### config.mk
export PLATFORM = sky130hd
export DESIGN_NAME = gnn_layer_seq_flat
export DESIGN_NICKNAME = d
export VERILOG_FILES = /design/src/rtl/gnn_layer_if.sv /design/src/rtl/gnn_layer_seq.sv /design/src/flat_wrapper.sv
export SDC_FILE = /design/constraint.sdc
export NUM_CORES = 1
export LEC_CHECK = 0
export ABC_AREA = 1
export BUFFER_PORTS_ARGS = -buffer_cell sky130_fd_sc_hd__buf_2
export CORE_UTILIZATION = 35
export CTS_CLUSTER_DIAMETER = 150
export DETAILED_ROUTE_END_ITERATION = 7
export SLEW_MARGIN = 40
export SYNTH_ARGS = -nofsm -noshare
export SYNTH_HDL_FRONTEND = slang
export SYNTH_SLANG_ARGS = --single-unit
export TNS_END_PERCENT = 20
### constraint.sdc
create_clock -name clk -period 7.5 [get_ports clk]
set_clock_uncertainty 0.1 [all_clocks]
set_input_delay 0.75 -clock clk [delete_from_list [all_inputs] [get_ports clk]]
set_output_delay 0.75 -clock clk [all_outputs]
set_load 0.01 [all_outputs]
### src/rtl/gnn_layer_if.sv
// Handshake/data bundle for gnn_layer_seq: job input side, per-node result side, status and FSM debug.
// Valid/ready: a transfer happens on a rising edge where valid && ready; valid and its payload stay stable until then.
interface gnn_layer_if #(
  parameter int N_NODES = 4,
  parameter int F_IN    = 4,
  parameter int F_OUT   = 2,
  parameter int DW      = 5,
  parameter int WW      = 5,
  parameter int OUT_W   = 21
);
  localparam int NW = $clog2(N_NODES);

  logic                          in_valid;
  logic                          in_ready;
  logic [N_NODES*F_IN*DW-1:0]    x_flat;
  logic [N_NODES*N_NODES-1:0]    adj;
  logic [F_IN*F_OUT*WW-1:0]      w_flat;
  logic                          relu_en;
  logic                          out_valid;
  logic                          out_ready;
  logic [NW-1:0]                 out_node;
  logic [F_OUT*OUT_W-1:0]        out_feat;
  logic                          busy;
  logic                          done;
  logic [1:0]                    dbg_state;

  modport slave (
    input  in_valid, x_flat, adj, w_flat, relu_en, out_ready,
    output in_ready, out_valid, out_node, out_feat, busy, done, dbg_state
  );

  modport master (
    output in_valid, x_flat, adj, w_flat, relu_en, out_ready,
    input  in_ready, out_valid, out_node, out_feat, busy, done, dbg_state
  );
endinterface

### src/rtl/gnn_layer_seq.sv
// Time-multiplexed GNN layer: per node, masked neighbour sum (AGG), dense transform (XFORM),
// then ReLU/saturation and a held result until the downstream accepts it (OUT).
module gnn_layer_seq #(
  parameter int N_NODES = 4,
  parameter int F_IN    = 4,
  parameter int F_OUT   = 2,
  parameter int DW      = 5,
  parameter int WW      = 5,
  parameter int OUT_W   = 21,
  parameter bit SAT     = 1'b1
) (
  input  logic        clk,
  input  logic        rst,
  gnn_layer_if.slave  bus
);
  localparam int NW  = $clog2(N_NODES);
  localparam int AGW = DW + $clog2(N_NODES) + 1;
  localparam int ACW = AGW + WW + $clog2(F_IN) + 1;
  localparam int PW  = AGW + WW;
  localparam int RW  = ((ACW > OUT_W) ? ACW : OUT_W) + 1;
  localparam int CW  = $clog2(N_NODES + F_IN) + 1;
  // Clamp limits live in a width wide enough for both the accumulator and OUT_W.
  localparam logic signed [RW-1:0] MAX_V = {{(RW-OUT_W+1){1'b0}}, {(OUT_W-1){1'b1}}};
  localparam logic signed [RW-1:0] MIN_V = ~MAX_V;

  localparam logic [1:0] S_IDLE  = 2'd0;
  localparam logic [1:0] S_AGG   = 2'd1;
  localparam logic [1:0] S_XFORM = 2'd2;
  localparam logic [1:0] S_OUT   = 2'd3;

  logic [1:0]                 state_r;
  logic [CW-1:0]              cnt_r;
  logic [NW-1:0]              node_r;
  logic [N_NODES*F_IN*DW-1:0] x_r;
  logic [N_NODES*N_NODES-1:0] adj_r;
  logic [F_IN*F_OUT*WW-1:0]   w_r;
  logic                       relu_r;
  logic [F_IN*AGW-1:0]        agg_r, agg_nx;
  logic [F_OUT*ACW-1:0]       acc_r, acc_nx;
  logic [F_OUT*OUT_W-1:0]     feat_r, feat_nx;
  logic                       done_r;

  always_comb begin
    logic                   take;
    logic signed [DW-1:0]   xj;
    logic signed [AGW-1:0]  ak;
    logic signed [WW-1:0]   wk;
    logic signed [PW-1:0]   prod;
    logic signed [RW-1:0]   rv;
    agg_nx  = '0;
    acc_nx  = '0;
    feat_nx = '0;
    xj      = '0;
    wk      = '0;
    prod    = '0;
    rv      = '0;
    // cnt_r is the neighbour index j in AGG and the input-feature index k in XFORM.
    take = adj_r[int'(node_r)*N_NODES + int'(cnt_r) +: 1];
    ak   = $signed(agg_r[int'(cnt_r)*AGW +: AGW]);
    for (int f = 0; f < F_IN; f++) begin
      xj = $signed(x_r[(int'(cnt_r)*F_IN + f)*DW +: DW]);
      agg_nx[f*AGW +: AGW] = $signed(agg_r[f*AGW +: AGW]) + (take ? AGW'(xj) : '0);
    end
    for (int o = 0; o < F_OUT; o++) begin
      wk   = $signed(w_r[(int'(cnt_r)*F_OUT + o)*WW +: WW]);
      prod = PW'(ak) * PW'(wk);
      acc_nx[o*ACW +: ACW] = $signed(acc_r[o*ACW +: ACW]) + ACW'(prod);
      rv = RW'($signed(acc_nx[o*ACW +: ACW]));
      if (relu_r && rv[RW-1]) rv = '0;
      if (SAT) begin
        if (rv > MAX_V)      rv = MAX_V;
        else if (rv < MIN_V) rv = MIN_V;
      end
      feat_nx[o*OUT_W +: OUT_W] = rv[OUT_W-1:0];
    end
  end

  always_ff @(posedge clk) begin
    if (rst) begin
      state_r <= S_IDLE;
      cnt_r   <= '0;
      node_r  <= '0;
      x_r     <= '0;
      adj_r   <= '0;
      w_r     <= '0;
      relu_r  <= 1'b0;
      agg_r   <= '0;
      acc_r   <= '0;
      feat_r  <= '0;
      done_r  <= 1'b0;
    end else begin
      done_r <= 1'b0;
      case (state_r)
        S_IDLE: begin
          if (bus.in_valid) begin
            x_r     <= bus.x_flat;
            adj_r   <= bus.adj;
            w_r     <= bus.w_flat;
            relu_r  <= bus.relu_en;
            node_r  <= '0;
            cnt_r   <= '0;
            agg_r   <= '0;
            state_r <= S_AGG;
          end
        end
        S_AGG: begin
          agg_r <= agg_nx;
          if (cnt_r == CW'(N_NODES - 1)) begin
            cnt_r   <= '0;
            acc_r   <= '0;
            state_r <= S_XFORM;
          end else begin
            cnt_r <= cnt_r + 1'b1;
          end
        end
        S_XFORM: begin
          acc_r <= acc_nx;
          if (cnt_r == CW'(F_IN - 1)) begin
            cnt_r   <= '0;
            feat_r  <= feat_nx;
            state_r <= S_OUT;
          end else begin
            cnt_r <= cnt_r + 1'b1;
          end
        end
        S_OUT: begin
          if (bus.out_ready) begin
            if (node_r == NW'(N_NODES - 1)) begin
              done_r  <= 1'b1;
              state_r <= S_IDLE;
            end else begin
              node_r  <= node_r + 1'b1;
              agg_r   <= '0;
              state_r <= S_AGG;
            end
          end
        end
        default: state_r <= S_IDLE;
      endcase
    end
  end

  assign bus.in_ready  = (state_r == S_IDLE);
  assign bus.busy      = (state_r != S_IDLE);
  assign bus.out_valid = (state_r == S_OUT);
  assign bus.out_node  = node_r;
  assign bus.out_feat  = feat_r;
  assign bus.done      = done_r;
  assign bus.dbg_state = state_r;
endmodule

### src/flat_wrapper.sv
// flat-port wrapper written by rule: the top's interface ports become plain ports
module gnn_layer_seq_flat 
#(
  parameter int N_NODES = 4,
  parameter int F_IN    = 4,
  parameter int F_OUT   = 2,
  parameter int DW      = 5,
  parameter int WW      = 5,
  parameter int OUT_W   = 21,
  parameter bit SAT     = 1'b1
)
  (clk, rst, bus_in_valid, bus_x_flat, bus_adj, bus_w_flat, bus_relu_en, bus_out_ready, bus_in_ready, bus_out_valid, bus_out_node, bus_out_feat, bus_busy, bus_done, bus_dbg_state);
  gnn_layer_if #(.N_NODES(N_NODES), .F_IN(F_IN), .F_OUT(F_OUT), .DW(DW), .WW(WW), .OUT_W(OUT_W)) bus_i ();
  input  logic clk;
  input  logic rst;
  input wire logic [$bits(bus_i.in_valid)-1:0] bus_in_valid;
  input wire logic [$bits(bus_i.x_flat)-1:0] bus_x_flat;
  input wire logic [$bits(bus_i.adj)-1:0] bus_adj;
  input wire logic [$bits(bus_i.w_flat)-1:0] bus_w_flat;
  input wire logic [$bits(bus_i.relu_en)-1:0] bus_relu_en;
  input wire logic [$bits(bus_i.out_ready)-1:0] bus_out_ready;
  output wire logic [$bits(bus_i.in_ready)-1:0] bus_in_ready;
  output wire logic [$bits(bus_i.out_valid)-1:0] bus_out_valid;
  output wire logic [$bits(bus_i.out_node)-1:0] bus_out_node;
  output wire logic [$bits(bus_i.out_feat)-1:0] bus_out_feat;
  output wire logic [$bits(bus_i.busy)-1:0] bus_busy;
  output wire logic [$bits(bus_i.done)-1:0] bus_done;
  output wire logic [$bits(bus_i.dbg_state)-1:0] bus_dbg_state;
  assign bus_i.in_valid = bus_in_valid;
  assign bus_i.x_flat = bus_x_flat;
  assign bus_i.adj = bus_adj;
  assign bus_i.w_flat = bus_w_flat;
  assign bus_i.relu_en = bus_relu_en;
  assign bus_i.out_ready = bus_out_ready;
  assign bus_in_ready = bus_i.in_ready;
  assign bus_out_valid = bus_i.out_valid;
  assign bus_out_node = bus_i.out_node;
  assign bus_out_feat = bus_i.out_feat;
  assign bus_busy = bus_i.busy;
  assign bus_done = bus_i.done;
  assign bus_dbg_state = bus_i.dbg_state;
  gnn_layer_seq #(.N_NODES(N_NODES), .F_IN(F_IN), .F_OUT(F_OUT), .DW(DW), .WW(WW), .OUT_W(OUT_W), .SAT(SAT)) u_core (.clk(clk), .rst(rst), .bus(bus_i));
endmodule
==> impl_metrics.tcl, run 1 <==
set metrics [dict create \
    synth_common_cells "nand2_1 (598), nor2_1 (336), inv_1 (273), a21oi_1 (242), dfxtp_1 (242)" \
    n_antenna_cell 0 \
    drc 0 \
    whs_ps 331 \
    avgSynthCellArea_um2 6.84 \
    reg2reg_from "u_core.cnt_r[2]$_SDFFE_PP0P_" \
    slew_violations 0 \
    yosysTopAreaCellShare_pct 26.5 \
    syn-cell-area_um2 18300 \
    grt_overflow_total 0 \
    reg2reg_to "u_core.bus.out_feat[26]$_SDFFE_PP0P_" \
    wl_per_cell_um 17.9 \
    min_from "bus_x_flat[42]" \
    critPathSlowestCell "fa_1" \
    cp_max_fo 15 \
    fin_tns_setup_ps 0 \
    ys.flop_type "dfxtp_1" \
    path_common_cell "fa_1" \
    grt_max_degree 99 \
    cp.required_ps 7840 \
    synth_largest_area_cell "dfxtp_1" \
    ctsHoldBuffers 0 \
    htreeDepth 1 \
    synth-edff-count 0 \
    die_y_um 231 \
    cts_tree "yes" \
    rsz0062_at_grt "no" \
    viasPerCell 5.17 \
    cts_buffer_depth 3 \
    synth_area_leaders "dfxtp_1 (26%), nand2_1 (12%), fa_1 (11%)" \
    grt_pass1_vias 17700 \
    max_freq_mhz 145 \
    drtIter0Drc 1202 \
    layout_min_cycle_time_ps 6920 \
    critical_path_arrival_ps 7260 \
    p_leak_nw 9.80 \
    cts.sinks 242 \
    syn_to_final_growth_pct 14.0 \
    synth_seq_cells 242 \
    hp-class "input port to flop" \
    cp-start-kind "flop" \
    firstDrtPassIters 5 \
    grt_pass1_wl_um 98400 \
    setup_violations 0 \
    io_pins 191 \
    r2r_slack_ps 580 \
    dpl.hpwl_um 49300 \
    relSlewSlack_pct 45.2 \
    powerDensity_nw_per_um2 346 \
    postSynthCellCount 2675 \
    root_buffer "clkbuf_16" \
    ys_seq_area_share_pct 26.5 \
    max_stage_delay_ps 560 \
    cts_buffers 29 \
    die_area_um2 53200 \
    chipWidth_um 231 \
    gp_congestion 0.997 \
    hold_viol 0 \
    layout-drive-gt1-share_pct 12.0 \
    r2r_cells 29 \
    port_buffers 190 \
    cp-end-kind "flop" \
    async_flop_share_pct 0 \
    status "completed" \
    coreArea_um2 51500 \
    finalNetCount 3157 \
    synth_cell_types 55 \
    syn_nets 3023 \
    worstSetupPathType "flop to flop" \
    yosys_warnings 0 \
    holdPathStages 3 \
    wirelength_um 62700 \
    path_clk_slew_ps 60 \
    start_util_pct 35.5 \
    holdPathEnd "u_core.x_r[42]$_SDFFE_PP0P_" \
    ir_worst_vdd_mv 0.176 \
    vias 18200 \
    worst_pin_slew_ps 819 \
    clk_latency_ps 580 \
    grt_antenna_before_repair 0 \
    track_usage_pct 23.4 \
    maxCapViolCount 0 \
    fill_cells 5509 \
    post-synth-top-count-cell "nand2_1" \
    multi_input_area_um2 11700 \
    ant_nets 0 \
    num_rows 83 \
    seqCellArea_um2 4850 \
    post-route-period-util_pct 92.2 \
]
## cells in the final DEF, fill, tap and decap left out, types with 7 or more instances in the layout
| master | instances |
|---|---|
| xnor2_1 | 13 |
| nor3_1 | 24 |
| inv_1 | 270 |
| ha_1 | 106 |
| o22ai_1 | 10 |
| clkbuf_16 | 29 |
| buf_4 | 52 |
| a21oi_1 | 242 |
| buf_2 | 189 |
| a31oi_1 | 16 |
| inv_2 | 14 |
| xor2_1 | 29 |
| dfxtp_1 | 239 |
| nor2_1 | 336 |
| o211ai_1 | 12 |
| a211oi_1 | 8 |
| nand2_1 | 594 |
| fa_1 | 101 |
| o21ai_1 | 14 |
| nand3_1 | 165 |
| clkinv_2 | 7 |
| nand4_1 | 13 |
| nand3b_1 | 8 |
| o21ai_0 | 229 |
| a22o_1 | 8 |
## what timing repair did
| item | 4_1_cts | 5_1_grt |
|---|---|---|
| hold endpoints to repair | 0 | 0 |
| endpoints found under the setup margin | 0 | 20 |
| gates resized for setup | 0 | 6 |
| setup buffers | 0 | 3 |
## layer usage
| layer | GRT usage [%] | up-vias | wire length, um |
|---|---|---|---|
| met2 | 40.8 | 577 | 30000 |
| li1 | - | 8974 | - |
| met5 | 0 | - | 0 |
| met4 | 6.54 | 0 | 1920 |
| met1 | 30.6 | 8496 | 27700 |
| met3 | 2.36 | 104 | 3160 |
## cells by family after synthesis
group                    share of synthesized area, %
AO/OA/AOI/OAI                                    17.5
XOR/XNOR                                         2.10
adder cells (fa/ha/maj)                          18.3
AND/OR/NAND/NOR                                  25.8
multiplexers                                    0.109
flip-flops                                       26.5
buffers and inverters                            9.68
## flip-flops by register name, indices dropped and copies added, names as in the netlist
signal / cells
u_core.bus.out_feat: 32
u_core.cnt_r: 4
u_core.adj_r: 16
u_core.bus.dbg_state: 2
u_core.bus.done: 1
u_core.relu_r: 1
u_core.w_r: 40
u_core.bus.out_node: 2
u_core.x_r: 80
u_core.acc_r: 32
u_core.agg_r: 32
## through the flow
| stage | area, um^2 | instances | utilization (%) | setup slack (ps) | total power [W] |
|---|---|---|---|---|---|
| floorplan | 18300 | 2675 | - | 947 | 0.00454 |
| global placement | 19800 | 3454 | 38.5 | 455 | 0.00572 |
| detailed placement | 19900 | 3454 | 38.5 | 224 | 0.00578 |
| CTS | 20800 | 3506 | 40.4 | 183 | 0.00724 |
| global route | 20900 | 3510 | 40.5 | 27.1 | 0.00783 |
| finish | 20900 | 3510 | 40.5 | 582 | 0.00722 |
## worst max-delay path: cells and delay by family (launching register included)
| kind | cells | cell delay, ps |
|---|---|---|
| AO/OA/AOI/OAI | 4 | 680 |
| AND/OR/NAND/NOR | 11 | 1410 |
| XOR/XNOR | 1 | 240 |
| flip-flops | 1 | 410 |
| buffers and inverters | 5 | 430 |
| adder cells (fa/ha/maj) | 8 | 3500 |
## power breakdown
group	internal (W)	total [W]	switching, W
sequential	0.00154	0.00177	0.000222
clock	0.000842	0.00143	0.000592
combinational	0.00133	0.00402	0.00270
total	0.00371	0.00722	0.00351
## how the worst max path moves through the flow
stage | slack, ps | to | startpoint
final | 580 | u_core.bus.out_feat[26]$_SDFFE_PP0P_ | u_core.cnt_r[2]$_SDFFE_PP0P_
after global routing | 30 | u_core.bus.out_feat[22]$_SDFFE_PP0P_ | u_core.cnt_r[2]$_SDFFE_PP0P_
after CTS | 180 | u_core.bus.out_feat[26]$_SDFFE_PP0P_ | u_core.cnt_r[2]$_SDFFE_PP0P_
after detailed placement | 220 | u_core.bus.out_feat[26]$_SDFFE_PP0P_ | u_core.cnt_r[2]$_SDFFE_PP0P_
after global placement | 450 | u_core.bus.out_feat[26]$_SDFFE_PP0P_ | u_core.cnt_r[2]$_SDFFE_PP0P_
after floorplan | 950 | u_core.bus.out_feat[27]$_SDFFE_PP0P_ | u_core.cnt_r[0]$_SDFFE_PP0P_
## layout make-up
type	count	share of cell area (%)
inverter	288	5.21
tap	680	4.08
clock inverter	14	0.768
multi-input combinational	2003	56.2
timing repair buffer	245	6.68
sequential	242	23.3
clock buffer	38	3.78
(Power assumes the default switching activity.)
==> inputs of run 2 (changes only) <==
Settings changed: ABC_AREA 1 to not set, CORE_UTILIZATION 35 to 45.
==> run 2 against run 1 <==
Clock power barely moved; core utilization rose by 11 points; first-iteration DRC count shrank 19%; critical path type unchanged.
==> impl_metrics.tcl, run 2 <==
set metrics [dict create \
    whs_ps 299 \
    yosysTopAreaCellShare_pct 26.2 \
    drc 0 \
    reg2reg_to "u_core.bus.out_feat[31]$_SDFFE_PP0P_" \
    clk_latency_ps 590 \
    post-route-period-util_pct 94.2 \
    cp_max_fo 70 \
    cts_buffers 28 \
    synth-edff-count 0 \
    placed_cells 2655 \
    largest_reg_flops 80 \
    relSlewSlack_pct 45.7 \
    viasPerCell 5.72 \
    grt_pass1_vias 14900 \
    track_usage_pct 24.3 \
    ys_seq_area_share_pct 26.2 \
    path_cells "buf_12 -> buf_16 -> mux4_1 -> mux4_2 -> nand2_1 -> a21o_1 -> or2_2 -> fa_1 -> fa_1 -> inv_1 -> fa_1 -> fa_1 -> fa_1 -> a211oi_1 -> o21ai_0 -> nand3_1 -> a31oi_1 -> a211oi_1 -> buf_4 -> a22oi_1 -> nor2_1" \
    worstSetupPathType "flop to flop" \
    holdPathEnd "u_core.x_r[30]$_SDFFE_PP0P_" \
    ys.flop_type "dfxtp_1" \
    post_cts_buffers 0 \
    port_buffers 190 \
    drtIter0Drc 973 \
    cp-start-kind "flop" \
    layout_min_cycle_time_ps 7060 \
    avgSynthCellArea_um2 9.01 \
    r2r_cells 21 \
    yosys_warnings 0 \
    htreeDepth 1 \
    chipWidth_um 205 \
    holdPathStages 3 \
    cts_tree "yes" \
    status "completed" \
    critPathSlowestCell "mux4_1" \
    num_rows 73 \
    postSynthCellCount 2050 \
    wl_per_cell_um 18.7 \
    hp-class "input port to flop" \
    synth_area_leaders "dfxtp_1 (26%), mux4_2 (11%), fa_1 (11%)" \
    total_power_w 0.00612 \
    path_common_cell "fa_1" \
    grt_overflow_total 0 \
    post-synth-top-count-cell "nand2_1" \
    vias 15500 \
    reg2reg_from "u_core.cnt_r[0]$_SDFFE_PP0P_" \
    die_area_um2 41900 \
    largest_register "u_core.x_r" \
    maxCapViolCount 0 \
    syn_nets 2398 \
    synth_seq_cells 242 \
    syn-cell-area_um2 18500 \
    p_leak_nw 8.98 \
    path_clk_slew_ps 60 \
    grt_max_degree 128 \
    grt_pass1_wl_um 80700 \
    cp_top_family "adder cells" \
    cts.sinks 242 \
    root_buffer "clkbuf_16" \
    mostFrequentLayoutCells "nand2_1 (381), dfxtp_1 (240), a21oi_1 (221)" \
    min_from "bus_x_flat[30]" \
    finalNetCount 2509 \
    layout-drive-gt1-share_pct 19.0 \
    start_util_pct 46.1 \
    fin_tns_setup_ps 0 \
    io_pins 191 \
    slew_violations 0 \
    async_flop_share_pct 0 \
    die_y_um 205 \
    gp_congestion 0.952 \
    wirelength_um 50500 \
    ant_nets 0 \
    critical_path_buf_inv_count 4 \
    max_freq_mhz 142 \
    synth_largest_area_cell "dfxtp_1" \
    firstDrtPassIters 5 \
    synth_common_cells "nand2_1 (382), dfxtp_1 (242), a21oi_1 (221), nor2_1 (141), inv_1 (131)" \
    grt_antenna_before_repair 0 \
    synth_cell_types 78 \
    cp-end-kind "flop" \
    r2r_slack_ps 440 \
    coreArea_um2 40100 \
    worst_pin_slew_ps 814 \
    ir_worst_vdd_mv 0.169 \
    syn_to_final_growth_pct 12.3 \
    largestRegisters "u_core.x_r: 80 flops, u_core.w_r: 40 flops" \
    cts_buffer_depth 3 \
    critical_path_arrival_ps 7470 \
    layout.cells.non_filler 2704 \
    dpl.hpwl_um 38200 \
    rsz0062_at_grt "no" \
    powerDensity_nw_per_um2 295 \
    max_stage_delay_ps 620 \
    setup_violations 0 \
    hold_viol 0 \
    fill_cells 3750 \
    final_common_cell "nand2_1" \
    cp.required_ps 7910 \
    n_antenna_cell 0 \
]
==> run 2: cell count changes after synthesis, moves of 21 or more <==
cell,before,now
inv_1,273,131
a22oi_1,4,68
clkbuf_1,71,93
nand2_1,598,382
a21oi_1,242,221
o21ai_0,230,31
xnor2_1,13,35
mux4_2,0,93
nand3_1,165,50
nor2_1,336,141
mux2i_1,2,27
==> run 2: what timing repair did <==
item,4_1_cts,5_1_grt
hold buffers,0,0
endpoints found under the setup margin,0,17
gates resized for setup,0,2
==> run 2: area by class of cell <==
class / count / area, um^2 / share of cell area (%)
Clock inverter: 13 / 208 / 1.00
Sequential cell: 242 / 4850 / 23.4
Multi-Input combinational cell: 1535 / 12500 / 60.2
Tap cell: 525 / 657 / 3.17
Inverter: 132 / 495 / 2.39
Timing Repair Buffer: 222 / 1260 / 6.08
Clock buffer: 35 / 777 / 3.75
==> run 2: where the power goes <==
group	leakage (nW)	switching, W	internal (W)
registers	1.97	0.000196	0.00145
clock network	0.480	0.000588	0.000874
logic	6.53	0.00176	0.00126
==> run 2: cells by family (layout without fill, tap and decap cells) <==
logic type / after synthesis / after routing / synth area share (%)
and+or+nand+nor: 698 / 698 / 16.4
AOI/OAI and AO/OA: 434 / 434 / 14.6
buffers and inverters: 273 / 402 / 6.44
adders and majority gates: 207 / 207 / 18.1
xor gates and xnor gates: 52 / 52 / 2.80
DFF: 242 / 242 / 26.2
muxes: 144 / 144 / 15.4
==> run 2: worst max path at each step <==
stage	from	to	slack, ps	depth (start not counted)
CTS	u_core.cnt_r[0]$_SDFFE_PP0P_	u_core.bus.out_feat[31]$_SDFFE_PP0P_	290	25
floorplan	u_core.cnt_r[0]$_SDFFE_PP0P_	u_core.bus.out_feat[25]$_SDFFE_PP0P_	470	26
global placement	u_core.cnt_r[0]$_SDFFE_PP0P_	u_core.bus.out_feat[35]$_SDFFE_PP0P_	570	25
detailed placement	u_core.cnt_r[0]$_SDFFE_PP0P_	u_core.bus.out_feat[31]$_SDFFE_PP0P_	310	25
finish	u_core.cnt_r[0]$_SDFFE_PP0P_	u_core.bus.out_feat[31]$_SDFFE_PP0P_	440	21
global route	u_core.cnt_r[0]$_SDFFE_PP0P_	u_core.bus.out_feat[29]$_SDFFE_PP0P_	30	21
==> run 2: per-stage QoR <==
step                util (%)  worst slack (ps)  area (um^2)
floorplan                  -               474        18500
finish                  51.7               438        20700
global placement        49.1               570        19700
CTS                     51.6               291        20700
detailed placement      49.1               306        19700
global route            51.7              29.4        20700
==> run 2: metal layers <==
| metal | track usage, % | vias to the layer above | share of wire (%) |
|---|---|---|---|
| met5 | 0 | - | 0 |
| met4 | 8.40 | 0 | 3.5 |
| met3 | 4.50 | 88 | 6.5 |
| met2 | 38.2 | 492 | 46 |
| met1 | 33.3 | 7506 | 44 |
| li1 | - | 7379 | - |
==> run 2: worst register-to-register path, delay by kind of cell, from the launching register on <==
kind | cells | cell delay, ps
compound gates | 6 | 1260
fa+ha+maj | 5 | 2560
simple gates | 4 | 530
flops | 1 | 360
mux | 2 | 1140
buf+inv | 4 | 1070
